$ cat config.mk
export PLATFORM = sky130hd
export DESIGN_NAME = wf_switch_allocator
export DESIGN_NICKNAME = d
export VERILOG_FILES = /design/src/rtl/noc_pkg.sv /design/src/rtl/rr_arbiter.sv /design/src/rtl/wf_switch_allocator.sv
export SDC_FILE = /design/constraint.sdc
export NUM_CORES = 1
export LEC_CHECK = 0
export BUFFER_PORTS_ARGS = -buffer_cell sky130_fd_sc_hd__buf_2
export CORE_MARGIN = 2
export CORE_UTILIZATION = 35
export DETAILED_ROUTE_END_ITERATION = 8
export PLACE_DENSITY_LB_ADDON = 0.05
export SLEW_MARGIN = 20
export SYNTH_ARGS = -nofsm -noshare
export SYNTH_HDL_FRONTEND = slang
export SYNTH_SLANG_ARGS = --single-unit
$ cat constraint.sdc
create_clock -name clk -period 6.4 [get_ports clk]
set_input_delay 1.92 -clock clk [delete_from_list [all_inputs] [get_ports clk]]
set_output_delay 1.92 -clock clk [all_outputs]
set_load 0.02 [all_outputs]
$ cat src/rtl/noc_pkg.sv
// Shared constants and types for the mesh router switch allocator.
//   - Direction codes double as router port indices.
//   - NP/PW defaults for a 5-port mesh router.
//   - Per-output lock state encoding.
package noc_pkg;

    localparam int unsigned DIR_RIGHT = 0;
    localparam int unsigned DIR_LEFT  = 1;
    localparam int unsigned DIR_UP    = 2;
    localparam int unsigned DIR_DOWN  = 3;
    localparam int unsigned DIR_EJECT = 4;

    localparam int unsigned NP_DEF = 5;
    localparam int unsigned PW_DEF = 3;

    typedef enum logic {
        StIdle   = 1'b0,
        StLocked = 1'b1
    } out_state_e;

endpackage

$ cat src/rtl/rr_arbiter.sv
// Round-robin arbiter over NP requesters.
//   req_i : request vector
//   ptr_i : highest-priority index (searched first, then cyclically upward)
//   gnt_o : one-hot grant (all zero when no request)
//   idx_o : encoded index of the granted requester (0 when none)
//   any_o : at least one request present
module rr_arbiter #(
    parameter int unsigned NP = 5,
    parameter int unsigned PW = 3
) (
    input  logic [NP-1:0] req_i,
    input  logic [PW-1:0] ptr_i,
    output logic [NP-1:0] gnt_o,
    output logic [PW-1:0] idx_o,
    output logic          any_o
);

    // One extra bit so ptr + k cannot overflow before the modulo fold.
    logic [PW:0] cand;

    always_comb begin
        gnt_o = '0;
        idx_o = '0;
        any_o = 1'b0;
        cand  = '0;
        for (int unsigned k = 0; k < NP; k++) begin
            cand = {1'b0, ptr_i} + (PW+1)'(k);
            if (cand >= (PW+1)'(NP)) begin
                cand = cand - (PW+1)'(NP);
            end
            if (!any_o && req_i[cand[PW-1:0]]) begin
                any_o                 = 1'b1;
                gnt_o[cand[PW-1:0]]   = 1'b1;
                idx_o                 = cand[PW-1:0];
            end
        end
    end

endmodule

$ cat src/rtl/wf_switch_allocator.sv
// Output-port allocator for one West-First mesh router.
// Each output arbitrates round-robin among inputs whose routing vector targets it,
// then holds the winner (wormhole lock) until its tail flit has transferred.
//   clk, reset : clock, asynchronous active-high reset
//   in_valid   : input i presents a flit
//   in_req     : per-input one-hot output request, in_req[NP*i+d]
//   in_tail    : flit at input i is a tail
//   out_ready  : output d can accept a flit
//   in_grant   : flit at input i transfers this cycle
//   out_valid  : output d carries a flit
//   out_sel    : crossbar select per output, out_sel[PW*d +: PW]
//   out_tail   : flit on output d is a tail
module wf_switch_allocator
    import noc_pkg::*;
#(
    parameter int unsigned NP = NP_DEF,
    parameter int unsigned PW = PW_DEF
) (
    input  logic             clk,
    input  logic             reset,
    input  logic [NP-1:0]    in_valid,
    input  logic [NP*NP-1:0] in_req,
    input  logic [NP-1:0]    in_tail,
    input  logic [NP-1:0]    out_ready,
    output logic [NP-1:0]    in_grant,
    output logic [NP-1:0]    out_valid,
    output logic [NP*PW-1:0] out_sel,
    output logic [NP-1:0]    out_tail
);

    out_state_e      state_q [NP];
    out_state_e      state_d [NP];
    logic [PW-1:0]   owner_q [NP];
    logic [PW-1:0]   owner_d [NP];
    logic [PW-1:0]   ptr_q   [NP];
    logic [PW-1:0]   ptr_d   [NP];

    logic [NP-1:0]   cand    [NP];  // cand[d][i]: input i qualified for output d
    logic [NP-1:0]   arb_gnt [NP];
    logic [PW-1:0]   arb_idx [NP];
    logic            arb_any [NP];

    logic [NP-1:0]   req_slice;
    logic [NP-1:0]   req_low;
    logic            xfer;
    logic [PW-1:0]   sel;

    // Qualification: only the lowest set request bit of a valid input counts.
    always_comb begin
        req_slice = '0;
        req_low   = '0;
        for (int unsigned d = 0; d < NP; d++) begin
            cand[d] = '0;
        end
        for (int unsigned i = 0; i < NP; i++) begin
            req_slice = in_req[NP*i +: NP];
            req_low   = req_slice & (~req_slice + NP'(1));
            for (int unsigned d = 0; d < NP; d++) begin
                cand[d][i] = in_valid[i] & req_low[d];
            end
        end
    end

    for (genvar d = 0; d < NP; d++) begin : g_out
        rr_arbiter #(
            .NP (NP),
            .PW (PW)
        ) u_arb (
            .req_i (cand[d]),
            .ptr_i (ptr_q[d]),
            .gnt_o (arb_gnt[d]),
            .idx_o (arb_idx[d]),
            .any_o (arb_any[d])
        );
    end

    always_comb begin
        in_grant  = '0;
        out_valid = '0;
        out_tail  = '0;
        out_sel   = '0;
        state_d   = state_q;
        owner_d   = owner_q;
        ptr_d     = ptr_q;
        xfer      = 1'b0;
        sel       = '0;
        for (int unsigned d = 0; d < NP; d++) begin
            if (state_q[d] == StIdle) begin
                xfer = arb_any[d] & out_ready[d];
                sel  = arb_idx[d];
                if (xfer) begin
                    in_grant   = in_grant | arb_gnt[d];
                    ptr_d[d]   = (arb_idx[d] == PW'(NP - 1)) ? '0 : arb_idx[d] + PW'(1);
                    owner_d[d] = arb_idx[d];
                    // Single-flit packets never take the lock.
                    state_d[d] = in_tail[arb_idx[d]] ? StIdle : StLocked;
                end
            end else begin
                xfer = cand[d][owner_q[d]] & out_ready[d];
                sel  = owner_q[d];
                if (xfer) begin
                    in_grant[owner_q[d]] = 1'b1;
                    if (in_tail[owner_q[d]]) begin
                        state_d[d] = StIdle;
                    end
                end
            end
            out_valid[d] = xfer;
            out_tail[d]  = xfer & in_tail[sel];
            if (xfer || state_q[d] == StLocked) begin
                out_sel[PW*d +: PW] = sel;
            end
        end
        // Outputs are forced quiet while reset is held, whatever the inputs do.
        if (reset) begin
            in_grant  = '0;
            out_valid = '0;
            out_tail  = '0;
            out_sel   = '0;
        end
    end

    always_ff @(posedge clk or posedge reset) begin
        if (reset) begin
            for (int unsigned d = 0; d < NP; d++) begin
                state_q[d] <= StIdle;
                owner_q[d] <= '0;
                ptr_q[d]   <= '0;
            end
        end else begin
            for (int unsigned d = 0; d < NP; d++) begin
                state_q[d] <= state_d[d];
                owner_q[d] <= owner_d[d];
                ptr_q[d]   <= ptr_d[d];
            end
        end
    end

endmodule

==> results.md, run 1 <==
* Status: complete, but fails checks
* Violated checks: setup timing
* Largest net degree at the start of global routing at 24
* Place WS at -833 ps
* Synthesized flop and latch total at 35
* Multiplexer share of the synthesized area at 8.65%
* Ys async rst share at 100%
* EDFF count, synth at 0
* CTS Sinks at 35
* Setup CP Type: in2out
* Final hold violations at 0
* XOR/XNOR Fraction of Synth Area at 2.00%
* Number of antenna violations at the first check in global routing at 0
* RSZ-0062 raised after global routing: true
* Detailed placement HPWL at 35.7 mm
* Sequential share of the synthesized area at 8.70%
* Overflow after GRT at 0
* Iteration count of the initial detailed-routing pass at 5
* Die Y at 174 um
* Filler cell count at 2,848
* TritonCTS buffer count at 5
* Avg WL per Cell at 20.6 um
* Commonest non-fill, non-tap cell in the layout: buf_4
* Finished Layout Cells at 2,221
* Crit end category: primary output
* Final core occ at 55.3%
* Data required, critical path at 4480 ps
* Worst-skew pair later-pin latency at 300 ps
* Initial core utilization at 35.4%
* Final Slew Violations at 0
* CTS H-tree lvls at 2
* Antenna Nets Post-Route at 0
* Max cap viols at 0
* Nets at 1,934
* Hold EP: ptr_q[5]
* CTS clock-pin slew for the worst setup and hold paths at 60 ps
* # diodes at 0
* Worst reg-to-reg path cell count at 18
* TritonCTS clock tree: built
* Setup WS post-layout at -606 ps
* Avg Cell Area, Syn at 7.02 um^2
* Avg Vias per Cell at 5.93
* Synth Area in Simple Gates at 32.7%
* Adder-Cell Fraction of Synth Area at 7.21%
* DR iter-0 viols at 1,178
* First-pass GRT wire length at 70.5 mm
* # setup viols final at 25
* Layout area overhead at 56.5%
* RR Startpoint: ptr_q[3]
* GPL Wtd Cong at 0.927
* Gr usage total at 29.2%
* FMAX at 143 MHz
* Placed cell count at 2,137
* CP Launch Type: input port
* Commonest cells after routing, fill and taps aside: buf_4, nand2_1, nor2_1
* Synth Instances at 1,433
* Hold path start: ptr_q[5]
* Total DRC errors in the routed layout at 0
* Slew HR at 51.1%
* Fin Clk Skew at 5.18 ps
* Hold Path Class: reg2reg
* Synth Net Count at 1,530
* Clock Path Buffers at 2
* Internal reg-to-reg setup slack at 1980 ps
* Yosys warnings at 0
* Synthesized area at 10,100 um^2
* Row count at 62
* Largest family of logic cells by synthesized area: compound AO/OA/AOI/OAI gates
* Layout cells sized above 1 at 40.8%
* Compound-gate portion of the synthesized area at 34.9%
* CTS Root Cell: clkbuf_16
* Yosys cell types at 109
* Number of port buffers at 71
* Tmin final at 7010 ps
* Via count at 13,164
* Io pins at 72
* DIE AREA at 30,100 um^2
* Vias in the first global route at 12,580
* Die X at 174 um
* CP Max Fanout at 6
* Hold path depth at 2
* Final wirelength at 45.8 mm
* Worst slew pin tran at 734 ps
* Core area at 28,500 um^2
* Synth Flop Type: dfrtp_1
* Worst r2r dst: ptr_q[5]
* Final critical-path share of the clock period at 109%
* Worst EP arrival at 5090 ps
-- kinds of logic (layout without fill, tap and decap cells) --
logic type / Yosys count / after routing
xor+xnor: 23 / 23
buf+inv: 144 / 548
compound gates: 490 / 490
mux: 77 / 77
flops: 35 / 35
simple gates: 609 / 609
fa+ha+maj: 55 / 55
-- metrics by stage --
stage / instance area (um^2) / setup TNS (ps) / hold WS [ps]
after floorplan: 10200 / -897 / 548
after global placement: 13200 / -11450 / 552
after detailed placement: 13200 / -11610 / 562
after CTS: 14900 / -6900 / 580
after global routing: 15700 / -9860 / 606
final: 15700 / -7460 / 574
-- registers in the layout, summed over array words and instances (netlist names) --
signal and flops:
owner_q 15, ptr_q 15, state_q 5
-- what timing repair did --
action / 4_1_cts / 5_1_grt
endpoints found under the setup margin: 29 / 27
buffers inserted: 45 / 43
resized for setup: 265 / 126
pin swaps: 84 / 81
gates cloned: 1 / 0
hold buffers: 0 / 0
-- critical path: stages --
cell	delay (ps)
buf_6	90
or4b_4	630
or4_4	570
a32o_2	310
o211ai_4	200
buf_6	170
nor3_4	50
nor3_2	230
a31oi_4	110
nor4_2	280
buf_4	180
a41oi_4	130
buf_6	190
-- routing by layer --
layer | track usage (%) | share of wire [%] | wire length, um | vias to the layer above
met3 | 3.60 | 5.3 | 2420 | 70
met5 | 0 | 0 | 0 | -
li1 | - | - | - | 6326
met4 | 8.54 | 2.8 | 1270 | 0
met1 | 41.7 | 47 | 21400 | 6354
met2 | 46.0 | 45 | 20700 | 414
-- worst max path at each step --
stage / from / to / slack (ps) / cells after the start
after floorplan: in_req[10] / in_grant[0] / -200 / 10
after global placement: in_req[20] / in_grant[0] / -830 / 14
after detailed placement: in_req[7] / in_grant[0] / -830 / 16
after CTS: in_req[12] / in_grant[0] / -600 / 13
after global routing: in_req[11] / in_grant[1] / -700 / 13
final: in_req[11] / in_grant[1] / -610 / 13
-- cell type report --
type,instances,area (um^2),share of cell area [%]
timing repair buffer,470,3820,24.3
multi-input combinational,1254,10100,64.4
sequential,35,876,5.56
tap,384,480,3.05
clock inverter,1,30.0,0.191
inverter,71,269,1.71
clock buffer,6,129,0.818
-- cells in the mapped netlist, types with 12 or more instances --
cell type,count,share of area [%]
nand2_1,124,4.6
nor2_1,123,4.6
o21ai_0,90,4.5
a21oi_1,84,4.2
inv_1,67,2.5
nor3_1,56,2.8
mux2i_1,53,5.3
ha_1,50,6.2
nand3_1,49,2.4
clkbuf_1,43,1.6
nand2b_1,36,2.2
dfrtp_1,35,8.7
and2_1,30,1.9
a21o_1,28,2.1
nor2b_1,25,1.6
or3_1,22,1.4
buf_2,21,1.0
nor4_1,20,1.2
o31ai_1,19,1.4
a211oi_1,18,1.3
a31oi_1,18,1.1
nand4_1,18,1.1
o22ai_1,18,1.1
xnor2_1,18,1.6
and3_1,17,1.1
mux2_2,17,1.9
nand3b_1,16,1.2
o211ai_1,16,1.2
o21a_1,15,1.1
a311oi_1,12,1.0
or4_1,12,0.90
Power of run 1 is not shown: default switching activity piles up to over one toggle a cycle in this logic, so the estimate is an artifact.
==> run 2, diff against run 1 <==
CORE_ASPECT_RATIO = 1.75   (was not set)
CORE_UTILIZATION = 58   (was 35)
==> run 2 against run 1 <==
Net effect: the run now fails in 5_1_grt; synthesized cell count unchanged; area after synthesis unchanged.
==> results.md, run 2 <==
* Synth Flop Type: dfrtp_1 (unchanged)
* Die X at 104 um (was 174 um)
* Area share of the largest cell type after synthesis at 8.70% (unchanged)
* Post-synth top area cell: dfrtp_1 (unchanged)
* Die Y at 178 um (was 174 um)
* Yosys warnings at 0 (unchanged)
* TritonCTS buffer count at 5 (unchanged)
* Detailed placement HPWL at 34.0 mm (was 35.7 mm)
* Synthesized flop and latch total at 35 (unchanged)
* Gr usage total at 69.5%
* Ys async rst share at 100% (unchanged)
* Initial core utilization at 59.4% (was 35.4%)
* CTS Root Cell: clkbuf_16 (unchanged)
* Cts hold-fix bufs at 0 (unchanged)
* Sequential share of the synthesized area at 8.70% (unchanged)
* Status: aborted with a tool error (was complete, but fails checks)
* Worst EP Category: primary output
* CTS H-tree lvls at 2 (unchanged)
* Synthesized area at 10,100 um^2 (unchanged)
* Top cells by area, synth: dfrtp_1, ha_1, mux2i_1, nand2_1, nor2_1 (unchanged)
* Io pins at 72 (unchanged)
* Stop stage: 5_1_grt
* Yosys cell types at 109 (unchanged)
* Count leader, synth: nand2_1 (unchanged)
* Avg Cell Area, Syn at 7.02 um^2 (unchanged)
* Largest net degree at the start of global routing at 24
* CTS Sinks at 35 (unchanged)
* Synth Net Count at 1,530 (unchanged)
* Synth Instances at 1,433 (unchanged)
* Clock Path Buffers at 2 (unchanged)
* Overflow after GRT at 89
* Log Error: [ERROR GRT-0232] Routing congestion too high. Check the congestion heatmap in the GUI.
* Row count at 63 (was 62)
* Top cells by count, synth: nand2_1, nor2_1, o21ai_0, a21oi_1, inv_1 (unchanged)
* EDFF count, synth at 0 (unchanged)
* Number of port buffers at 71 (unchanged)
* Last worst endpoint in the global-route repair_timing: out_tail[4]
* GPL Wtd Cong at 1.06 (was 0.927)
==> run 2: cell counts after synthesis <==
No cell type changed its count.
==> run 2: metal layers <==
layer / global-route usage [%] / GRT overflow
met1: 64.4 / 2
met2: 94.9 / 47
met3: 47.4 / 2
met4: 76.5 / 38
met5: 10.7 / 0
==> run 2: timing repair <==
item,in CTS
pin swaps,74
setup endpoints to repair,29
setup buffers,40
resized for setup,214
==> run 2: logic make-up after synthesis <==
| logic type | count (synthesis) | share of synthesized area, % |
|---|---|---|
| simple gates | 609 | 32.7 |
| mux | 77 | 8.65 |
| fa+ha+maj | 55 | 7.21 |
| flops | 35 | 8.70 |
| buf+inv | 144 | 5.81 |
| xor+xnor | 23 | 2.00 |
| compound gates | 490 | 34.9 |
==> run 2: through the flow <==
| step | cell area, um^2 | setup slack, ps | std cells |
|---|---|---|---|
| floorplan | 10200 | -199 | 1433 |
| global placement | 12800 | -741 | 1952 |
| detailed placement | 12800 | -796 | 1952 |
| CTS | 14200 | -598 | 1996 |
==> run 3, diff against run 2 <==
CORE_ASPECT_RATIO = not set   (was 1.75)
CORE_UTILIZATION = 40   (was 58)
PLACE_DENSITY_LB_ADDON = 0.15   (was 0.05)
clock period = 8.32 ns   (was 6.4 ns; I/O delays follow)
==> run 3 against run 2 <==
Net effect: the flow now finishes without violations.
==> results.md, run 3 (synthesized netlist as in run 1, its figures left out) <==
* Status: finished clean (was aborted with a tool error)
* Via count at 12,215
* # diodes at 0
* CTS Sinks at 35 (unchanged)
* # setup viols final at 0
* DIE AREA at 26,400 um^2
* Core area at 25,000 um^2
* Clock Path Buffers at 2 (unchanged)
* Crit end category: primary output
* Antenna Nets Post-Route at 0
* Data required, critical path at 5820 ps
* Commonest cells after routing, fill and taps aside: buf_4, nand2_1, nor2_1
* Commonest non-fill, non-tap cell in the layout: buf_4
* Final critical-path share of the clock period at 99.8%
* TritonCTS clock tree: built
* Worst EP arrival at 5810 ps
* Row count at 58 (was 63)
* Final wirelength at 39.6 mm
* Number of antenna violations at the first check in global routing at 0
* Largest regs: owner_q: 15 flops, ptr_q: 15 flops, state_q: 5 flops
* Overflow after GRT at 0
* Die X at 163 um (was 104 um)
* Tmin final at 8310 ps
* Largest net degree at the start of global routing at 25
* Slew HR at 40.1%
* CTS clock-pin slew for the worst setup and hold paths at 60 ps
* First-pass GRT wire length at 61.7 mm
* Total DRC errors in the routed layout at 0
* Cts hold-fix bufs at 0 (unchanged)
* Layout cells sized above 1 at 22.4%
* Io pins at 72 (unchanged)
* Dpl cell area at 11,700 um^2 (was 12,800 um^2)
* TritonCTS buffer count at 5 (unchanged)
* Avg WL per Cell at 20.6 um
* CTS Root Cell: clkbuf_16 (unchanged)
* FMAX at 120 MHz
* Iteration count of the initial detailed-routing pass at 8
* Setup CP Type: in2out
* CP Launch Type: input port
* DR iter-0 viols at 1,360
* Nets at 1,689
* CP Max Fanout at 5
* Final Slew Violations at 0
* Final hold violations at 0
* Final Cell Area at 12,200 um^2
* Layout area overhead at 21.3%
* Filler cell count at 2,573
* Detailed placement HPWL at 31.3 mm (was 34.0 mm)
* Worst slew pin tran at 892 ps
* Fin Clk Skew at 5.68 ps
* Max cap viols at 0
* Initial core utilization at 40.3% (was 59.4%)
* Die Y at 163 um (was 178 um)
* GPL Wtd Cong at 0.997 (was 1.06)
* Gr usage total at 29.2%
* Hold Path Class: reg2reg
* Number of port buffers at 71 (unchanged)
* TNS Setup at 0 ps
* CTS H-tree lvls at 2 (unchanged)
* Vias in the first global route at 11,191
* Worst-skew pair later-pin latency at 290 ps
* Avg Vias per Cell at 6.35
==> run 3: worst paths after layout <==
check	end	startpoint	cells past startpoint	slack, ps
setup / recovery	out_tail[3]	in_req[5]	14	10
hold / removal	owner_q[8]	owner_q[8]	2	650
setup reg to reg	ptr_q[14]	ptr_q[13]	16	3540
hold reg to reg	owner_q[8]	owner_q[8]	2	650
max in group asynchronous	ptr_q[3]	reset	3	5540
min in group asynchronous	state_q[3]	reset	3	2470
==> run 3: stage by stage <==
step           std cells  hold slack, ps  utilization, %  worst slack (ps)
2_1_floorplan       1433             555               -               351
6_report            1923             646            48.9              13.1
4_1_cts             1920             638            47.7             -17.2
3_5_place_dp        1911             630            46.7              -220
3_3_place_gp        1911             623            46.7              -223
5_1_grt             1923             676            48.9             -71.8
==> run 3: worst max-delay path, cell delays in order <==
cell and delay, ps:
buf_2 110, or4b_4 530, buf_4 180, buf_4 150
or2_4 260, mux2i_4 190, o2bb2ai_4 170, nor3b_1 80
a221o_1 380, a2111oi_0 570, a311oi_2 100, nor3b_2 190
o31a_1 220, buf_2 190
==> run 3: layout make-up <==
| cell class | count | area [um^2] | area share [%] |
|---|---|---|---|
| clock buffer | 7 | 133 | 1.09 |
| clock inverter | 1 | 5.00 | 0.0410 |
| inverter | 71 | 269 | 2.20 |
| multi-input combinational | 1254 | 8960 | 73.4 |
| sequential | 35 | 876 | 7.17 |
| tap | 330 | 413 | 3.38 |
| timing repair buffer | 225 | 1550 | 12.7 |
==> run 3: per-layer routing <==
| layer | share of wire, % | wire [um] | vias up | global-route usage, % |
|---|---|---|---|---|
| met1 | 45 | 18000 | 5776 | 41.5 |
| met2 | 44 | 17400 | 523 | 44.6 |
| met4 | 3.0 | 1200 | 0 | 9.86 |
| li1 | - | - | 5826 | - |
| met3 | 7.6 | 3010 | 90 | 4.84 |
| met5 | 0 | 0 | - | 0 |
==> run 3: timing repair <==
item                                   in CTS  in global routing
pin swaps                                   6                 21
setup endpoints to repair                   8                 10
endpoints found under the hold margin       0                  0
gates cloned                                0                  0
buffers inserted                            1                  4
gates resized for setup                    17                 50
Power of run 3 is left out for the same reason.
